==> src/rtl/bottle_pkg.sv <==
// ============================================================================
// Module : bottle_pkg
// Brief  : Shared types, constants and BCD helper for the pill counter.
// Rev    : 1.0  initial release
// ============================================================================
`default_nettype none

package bottle_pkg;

    typedef logic [3:0] bcd_t;

    typedef enum logic [1:0] {
        IDLE = 2'd0,
        FILL = 2'd1,
        SWAP = 2'd2,
        DONE = 2'd3
    } state_t;

    localparam bcd_t BCD_MAX = 4'd9;

    // Two-digit BCD increment, wrapping 99 -> 00.
    function automatic logic [7:0] bcd2_inc(input bcd_t hi, input bcd_t lo);
        bcd_t nhi;
        bcd_t nlo;
        nhi = hi;
        nlo = lo + 4'd1;
        if (lo == BCD_MAX) begin
            nlo = 4'd0;
            nhi = (hi == BCD_MAX) ? 4'd0 : hi + 4'd1;
        end
        return {nhi, nlo};
    endfunction

endpackage

`default_nettype wire

==> src/rtl/pill_count_if.sv <==
// ============================================================================
// Module : pill_count_if
// Brief  : Control, setpoint and count bundle of the pill-metering stage.
// Rev    : 1.0  initial release
// ============================================================================
`default_nettype none

interface pill_count_if;
    import bottle_pkg::*;

    logic EN_work;
    logic EN_set;
    logic isWork;
    bcd_t maxL;
    bcd_t maxH;
    bcd_t tgtL;
    bcd_t tgtH;
    bcd_t nowL;
    bcd_t nowH;
    bcd_t bottleL;
    bcd_t bottleH;
    logic bottle_done;
    logic allFull;
    logic busy;

    modport master (
        output EN_work, EN_set, isWork, maxL, maxH, tgtL, tgtH,
        input  nowL, nowH, bottleL, bottleH, bottle_done, allFull, busy
    );

    modport slave (
        input  EN_work, EN_set, isWork, maxL, maxH, tgtL, tgtH,
        output nowL, nowH, bottleL, bottleH, bottle_done, allFull, busy
    );

endinterface

`default_nettype wire

==> src/rtl/bcd2_counter.sv <==
// ============================================================================
// Module : bcd2_counter
// Brief  : Two-digit BCD register with synchronous clear and enable-increment.
// Rev    : 1.0  initial release
// ============================================================================
`default_nettype none

module bcd2_counter
    import bottle_pkg::*;
(
    input  wire  clk,
    input  wire  rst,
    input  wire  clr,
    input  wire  inc,
    output bcd_t lo,
    output bcd_t hi
);

    logic w_carry;

    assign w_carry = (lo == BCD_MAX);

    always_ff @(posedge clk or posedge rst) begin
        if (rst) begin
            lo <= 4'd0;
            hi <= 4'd0;
        end else if (clr) begin
            lo <= 4'd0;
            hi <= 4'd0;
        end else if (inc) begin
            if (w_carry) begin
                lo <= 4'd0;
                hi <= (hi == BCD_MAX) ? 4'd0 : hi + 4'd1;
            end else begin
                lo <= lo + 4'd1;
            end
        end
    end

endmodule

`default_nettype wire

==> src/rtl/pill_count.sv <==
// ============================================================================
// Module : pill_count
// Brief  : Paces pill drops, counts pills per bottle and closed bottles (BCD).
//          Define PILL_SWAP_EN to build the inter-bottle SWAP gap state.
// Rev    : 1.0  initial release
// ============================================================================
`default_nettype none

module pill_count
    import bottle_pkg::*;
#(
    parameter int TICK_DIV    = 50_000_000,
    parameter int SWAP_CYCLES = 8
) (
    input  wire          CLK,
    input  wire          RST,
    pill_count_if.slave  bus
);

    localparam int DIV_W = $clog2(TICK_DIV);

    state_t           r_state;
    logic [DIV_W-1:0] r_div;
    logic             r_bottle_done;
    logic             r_all_full;
    logic             r_busy;

    bcd_t             w_now_lo;
    bcd_t             w_now_hi;
    bcd_t             w_bot_lo;
    bcd_t             w_bot_hi;
    logic             w_run;
    logic             w_tick;
    logic             w_fill_tick;
    logic             w_close;
    logic             w_bump;
    logic             w_last;
    logic [7:0]       w_max;
    logic [7:0]       w_now;
    logic [7:0]       w_tgt;
    logic [7:0]       w_next_bottle;

    assign w_run         = !bus.EN_work && bus.isWork && !bus.EN_set;
    assign w_tick        = (r_div == DIV_W'(TICK_DIV - 1));
    assign w_max         = {bus.maxH, bus.maxL};
    assign w_tgt         = {bus.tgtH, bus.tgtL};
    assign w_now         = {w_now_hi, w_now_lo};
    assign w_fill_tick   = (r_state == FILL) && w_run && w_tick;
    // ">=" so a max lowered below the current count still closes on the next tick
    assign w_close       = w_fill_tick && (w_now >= w_max);
    assign w_bump        = w_fill_tick && !w_close;
    assign w_next_bottle = bcd2_inc(w_bot_hi, w_bot_lo);
    assign w_last        = (w_tgt != 8'd0) && (w_next_bottle == w_tgt);

    bcd2_counter u_now (
        .clk (CLK),
        .rst (RST),
        .clr (bus.EN_set || w_close),
        .inc (w_bump),
        .lo  (w_now_lo),
        .hi  (w_now_hi)
    );

    bcd2_counter u_bottle (
        .clk (CLK),
        .rst (RST),
        .clr (bus.EN_set),
        .inc (w_close),
        .lo  (w_bot_lo),
        .hi  (w_bot_hi)
    );

`ifdef PILL_SWAP_EN
    localparam int SW_W = (SWAP_CYCLES > 1) ? $clog2(SWAP_CYCLES) : 1;
    logic [SW_W-1:0] r_swap_cnt;
`endif

    always_ff @(posedge CLK or posedge RST) begin
        if (RST) begin
            r_state       <= IDLE;
            r_div         <= '0;
            r_bottle_done <= 1'b0;
            r_all_full    <= 1'b0;
            r_busy        <= 1'b0;
`ifdef PILL_SWAP_EN
            r_swap_cnt    <= '0;
`endif
        end else begin
            r_bottle_done <= 1'b0;
            if (bus.EN_set) begin
                r_state    <= IDLE;
                r_div      <= '0;
                r_all_full <= 1'b0;
                r_busy     <= 1'b0;
`ifdef PILL_SWAP_EN
                r_swap_cnt <= '0;
`endif
            end else begin
                case (r_state)
                    IDLE: begin
                        if (w_run && (w_max != 8'd0)) begin
                            r_state <= FILL;
                            r_div   <= '0;
                            r_busy  <= 1'b1;
                        end
                    end
                    FILL: begin
                        if (w_run) begin
                            if (w_tick) begin
                                r_div <= '0;
                                if (w_close) begin
                                    r_bottle_done <= 1'b1;
                                    if (w_last) begin
                                        r_state    <= DONE;
                                        r_all_full <= 1'b1;
                                        r_busy     <= 1'b0;
                                    end else begin
`ifdef PILL_SWAP_EN
                                        r_state    <= SWAP;
                                        r_swap_cnt <= '0;
`else
                                        r_state    <= FILL;
`endif
                                    end
                                end
                            end else begin
                                r_div <= r_div + DIV_W'(1);
                            end
                        end
                    end
`ifdef PILL_SWAP_EN
                    SWAP: begin
                        if (w_run) begin
                            if (r_swap_cnt == SW_W'(SWAP_CYCLES - 1)) begin
                                r_state    <= FILL;
                                r_div      <= '0;
                                r_swap_cnt <= '0;
                            end else begin
                                r_swap_cnt <= r_swap_cnt + SW_W'(1);
                            end
                        end
                    end
`endif
                    DONE: begin
                        r_all_full <= 1'b1;
                        r_busy     <= 1'b0;
                    end
                    default: begin
                        r_state <= IDLE;
                        r_busy  <= 1'b0;
                    end
                endcase
            end
        end
    end

    assign bus.nowL        = w_now_lo;
    assign bus.nowH        = w_now_hi;
    assign bus.bottleL     = w_bot_lo;
    assign bus.bottleH     = w_bot_hi;
    assign bus.bottle_done = r_bottle_done;
    assign bus.allFull     = r_all_full;
    assign bus.busy        = r_busy;

endmodule

`default_nettype wire

==> src/flat_wrapper.sv <==
// flat-port wrapper written by rule: the top's interface ports become plain ports
module pill_count_flat import bottle_pkg::*;
#(
    parameter int TICK_DIV    = 50_000_000,
    parameter int SWAP_CYCLES = 8
)
  (CLK, RST, bus_EN_work, bus_EN_set, bus_isWork, bus_maxL, bus_maxH, bus_tgtL, bus_tgtH, bus_nowL, bus_nowH, bus_bottleL, bus_bottleH, bus_bottle_done, bus_allFull, bus_busy);
  pill_count_if bus_i ();
  input  wire CLK;
  input  wire RST;
  input wire logic [$bits(bus_i.EN_work)-1:0] bus_EN_work;
  input wire logic [$bits(bus_i.EN_set)-1:0] bus_EN_set;
  input wire logic [$bits(bus_i.isWork)-1:0] bus_isWork;
  input wire logic [$bits(bus_i.maxL)-1:0] bus_maxL;
  input wire logic [$bits(bus_i.maxH)-1:0] bus_maxH;
  input wire logic [$bits(bus_i.tgtL)-1:0] bus_tgtL;
  input wire logic [$bits(bus_i.tgtH)-1:0] bus_tgtH;
  output wire logic [$bits(bus_i.nowL)-1:0] bus_nowL;
  output wire logic [$bits(bus_i.nowH)-1:0] bus_nowH;
  output wire logic [$bits(bus_i.bottleL)-1:0] bus_bottleL;
  output wire logic [$bits(bus_i.bottleH)-1:0] bus_bottleH;
  output wire logic [$bits(bus_i.bottle_done)-1:0] bus_bottle_done;
  output wire logic [$bits(bus_i.allFull)-1:0] bus_allFull;
  output wire logic [$bits(bus_i.busy)-1:0] bus_busy;
  assign bus_i.EN_work = bus_EN_work;
  assign bus_i.EN_set = bus_EN_set;
  assign bus_i.isWork = bus_isWork;
  assign bus_i.maxL = bus_maxL;
  assign bus_i.maxH = bus_maxH;
  assign bus_i.tgtL = bus_tgtL;
  assign bus_i.tgtH = bus_tgtH;
  assign bus_nowL = bus_i.nowL;
  assign bus_nowH = bus_i.nowH;
  assign bus_bottleL = bus_i.bottleL;
  assign bus_bottleH = bus_i.bottleH;
  assign bus_bottle_done = bus_i.bottle_done;
  assign bus_allFull = bus_i.allFull;
  assign bus_busy = bus_i.busy;
  pill_count #(.TICK_DIV(TICK_DIV), .SWAP_CYCLES(SWAP_CYCLES)) u_core (.CLK(CLK), .RST(RST), .bus(bus_i));
endmodule
==> config.mk <==
export PLATFORM = sky130hd
export DESIGN_NAME = pill_count_flat
export DESIGN_NICKNAME = d
export VERILOG_FILES = /design/src/rtl/bottle_pkg.sv /design/src/rtl/pill_count_if.sv /design/src/rtl/bcd2_counter.sv /design/src/rtl/pill_count.sv /design/src/flat_wrapper.sv
export SDC_FILE = /design/constraint.sdc
export NUM_CORES = 1
export LEC_CHECK = 0
export ABC_AREA = 1
export BUFFER_PORTS_ARGS = -buffer_cell sky130_fd_sc_hd__buf_2
export CAP_MARGIN = 20
export CORE_MARGIN = 2
export CORE_UTILIZATION = 65
export CTS_BUF_LIST = sky130_fd_sc_hd__clkbuf_4 sky130_fd_sc_hd__clkbuf_8
export CTS_CLUSTER_DIAMETER = 40
export CTS_CLUSTER_SIZE = 40
export DETAILED_ROUTE_END_ITERATION = 6
export GPL_TIMING_DRIVEN = 0
export PLACE_DENSITY_LB_ADDON = 0.3
export SLEW_MARGIN = 40
export SYNTH_ARGS = -nofsm -noshare
export SYNTH_HDL_FRONTEND = slang
export SYNTH_SLANG_ARGS = --single-unit
==> constraint.sdc <==
create_clock -name CLK -period 4.17 [get_ports CLK]
set_input_delay 0.2085 -clock CLK [delete_from_list [all_inputs] [get_ports CLK]]
set_output_delay 0.2085 -clock CLK [all_outputs]
set_load 0.03 [all_outputs]
==> flow_summary.ini <==
[placed_design]
placed_cells = 579
place.gp.congestion = 0.949
dpl.hpwl_um = 6060
dpl_cell_area_mm2 = 0.00366
post-place-ws_ns = 2.08
io_buffers = 39

[die]
initial_utilization_pct = 66.6
dieArea_mm2 = 0.00576
io_pins = 40
die_w_um = 75.9
rows = 26
fp.dieH_um = 75.9
core_mm2 = 0.00504

[worst_setup_path]
required_ns = 4.36
critPathLaunchType = flip-flop
path_class = flip-flop to flip-flop
reg2regPathDepth = 12
worstPathArrival_ns = 2.34
crit_path_end_kind = flip-flop
critPathMaxFanout = 10

[grt]
antenna_found_initial = 0
grt_first_pass_wirelength_um = 13000
grt_pass1_vias = 2955
top_usage_layer = met2
grt_max_degree = 36
grt_overflow = 0
grt_util_met3_pct = 5.82
track_usage_pct = 29.5
gr-usage-met1_pct = 39.8
met2_usage_pct = 47.8

[run_status]
outcome = complete, no violations

[clocking]
clock-root-buffer = clkbuf_8
cts_hold_buffers = 1
htreeDepth = 2
clk-insertion-delay-late_ns = 0.31
numCtsBuffers = 5
cts_num_sinks = 47
cts_setup_buffers = 0
clkTransAtPathRegs_ns = 0.09
cts_resized = 0
cts_max_path_buffers = 2
cts_tree = done

[routing]
routed_wl_um = 7840
num_vias = 3264
dr.pass1.iters = 6
drt_first_iter_violations = 244
route.detailed.drc = 0
routedWlPerCell_um = 13.3
viasPerCell = 5.55
ant_nets = 0

[synth]
synth_common_cells = 111 x nand2_1, 67 x inv_1, 52 x nor2_1
ys_types = 37
yosysTopAreaCellShare_pct = 35.0
synth_compound_area_share_pct = 10.3
synth_top_family_by_area = simple AND/OR/NAND/NOR gates
synthAdderAreaFrac_pct = 5.59
synth_top_area_cell = dfrtp_1
synth-xor-area-share_pct = 2.61
synth_seq_area_share_pct = 35.0
synth_flop_cell = dfrtp_1
ys_async_sr_fraction_pct = 100
yosysMostFrequentCell = nand2_1
avgSynthCellArea_um2 = 7.16
synth_edf_count = 0
synthMuxAreaShare_pct = 0
syn_nets = 505
syn_inst = 469
ys_top_cells_by_area = dfrtp_1 35%, nand2_1 12%, inv_1 7.5%
synth-simple-area-share_pct = 37.6
synth_warnings = 0
synth_seq_cells = 47
syn-cell-area_mm2 = 0.00336

[timing]
rsz0062_at_grt = no
final-setup-viol-count = 0
postLayoutSetupSlackWorst_ns = 2.02
period_needed_ns = 2.15
fin_crit_sh_pct = 51.7
tns_ns = 0
finalClockSkew_ns = 0.0101
fin_hold_ws_ns = 0.214
fmax_ghz = 0.464
worst_slew_pin_slew_ns = 0.408
slew-limit-headroom_pct = 72.6
drv_slew = 0
hold_viol_final = 0

[power]
max-vdd-ir-drop_mv = 0.212
sw_frac_of_total_pct = 36.0
p_clk_share_pct = 26.1
p_comb_share_pct = 27.2
seqPwrFrac_pct = 46.7
p_sw_mw = 0.396
powerDensity_mw_per_mm2 = 293
p_int_mw = 0.705
leakage_nw = 1.89
total_power_mw = 1.10

[hold_path]
hold_depth = 2
hp-class = input port to flip-flop

[finish]
syn_to_final_growth_pct = 12.0
num-fill-cells = 404
diodes = 0
final_cells = 588
final_layout_size_suffix_gt1_share_pct = 17.6
final_util_pct = 74.6
design_area_mm2 = 0.00376
finalNetCount = 553

[flow_run]
drv_cap = 0
==> cell families after synthesis <==
kind of cell,Yosys count
and+or+nand+nor,261
buffers and inverters,76
AOI/OAI and AO/OA,60
DFF,47
adders and majority gates,15
xor gates and xnor gates,10
==> routing by layer <==
layer	wire (um)	part of all wire, %	up-vias
met1	3620	46	1501
met2	3610	46	124
li1	-	-	1625
met5	0	0	-
met4	131	1.7	0
met3	481	6.1	14
==> layout by cell type (no fill, tap or decap), types with 2 or more instances in the layout <==
| cell type | Yosys | routed |
|---|---|---|
| o21a_1 | 2 | 2 |
| o21ai_0 | 19 | 19 |
| nor3_1 | 14 | 14 |
| nand3_1 | 35 | 35 |
| nor2_1 | 52 | 52 |
| nand4_1 | 13 | 13 |
| inv_1 | 67 | 66 |
| xnor2_1 | 2 | 2 |
| o21ai_2 | 5 | 5 |
| nor4_1 | 4 | 4 |
| nor3b_1 | 2 | 2 |
| nand3_2 | 3 | 3 |
| nand2_4 | 4 | 4 |
| nor2_4 | 7 | 7 |
| clkbuf_8 | 0 | 5 |
| xor2_1 | 8 | 8 |
| a21oi_1 | 22 | 22 |
| nor2_2 | 5 | 5 |
| nand2_1 | 111 | 111 |
| buf_2 | 2 | 41 |
| nand2_2 | 3 | 3 |
| or2_2 | 3 | 3 |
| inv_2 | 5 | 5 |
| ha_1 | 15 | 15 |
| clkbuf_4 | 0 | 2 |
| dfrtp_1 | 47 | 47 |
| o22ai_1 | 7 | 7 |
==> path summary, 6_finish.rpt <==
path                       slack, ns                    end       startpoint
max in group asynchronous       3.38  u_core.u_bottle.lo[0]              RST
max reg2reg                     2.02       u_core.r_div[17]  u_core.r_div[0]
min                             0.21      u_core.r_state[0]       bus_EN_set
min in group asynchronous       0.35        u_core.r_div[2]              RST
max                             2.02       u_core.r_div[17]  u_core.r_div[0]
min reg2reg                     0.48        u_core.bus.busy  u_core.bus.busy
==> layout make-up <==
class	count	area, um2	share of cell area (%)
clock buffers	7	83.8	2.23
inverters	72	273	7.25
multi-input cells	346	1880	50.0
flip-flops and latches	47	1180	31.3
plain buffers	4	28.8	0.765
clock inverters	1	5.00	0.133
well taps	70	87.6	2.33
repair buffers	41	225	5.99
==> worst max-delay path, cell delays in order (launching register included) <==
cell and delay (ns):
dfrtp_1 0.40, ha_1 0.21, nand3_2 0.12, nor2_4 0.12, nand2_2 0.09, nor2_4 0.12, nand3_1 0.09, nand2_1 0.11
inv_1 0.16, nor2_4 0.28, inv_2 0.16, o21ai_0 0.11, a21oi_1 0.07
==> power by group through the flow <==
stage                     logic (mW)  clock network [mW]  registers [mW]
after floorplan                0.185                   0           0.542
after global placement         0.284                   0           0.520
after detailed placement       0.293                   0           0.522
after CTS                      0.295               0.293           0.513
after global routing           0.332               0.308           0.517
final                          0.300               0.287           0.514
==> state kept, by name, summed over array words and instances, names as in the netlist <==
signal and flops:
u_core.bus.allFull 1, u_core.bus.bottle_done 1, u_core.bus.busy 1, u_core.r_div 26, u_core.r_state 2, u_core.u_bottle.hi 4
u_core.u_bottle.lo 4, u_core.u_now.hi 4, u_core.u_now.lo 4
No activity file was read; power rests on OpenSTA's default activity.
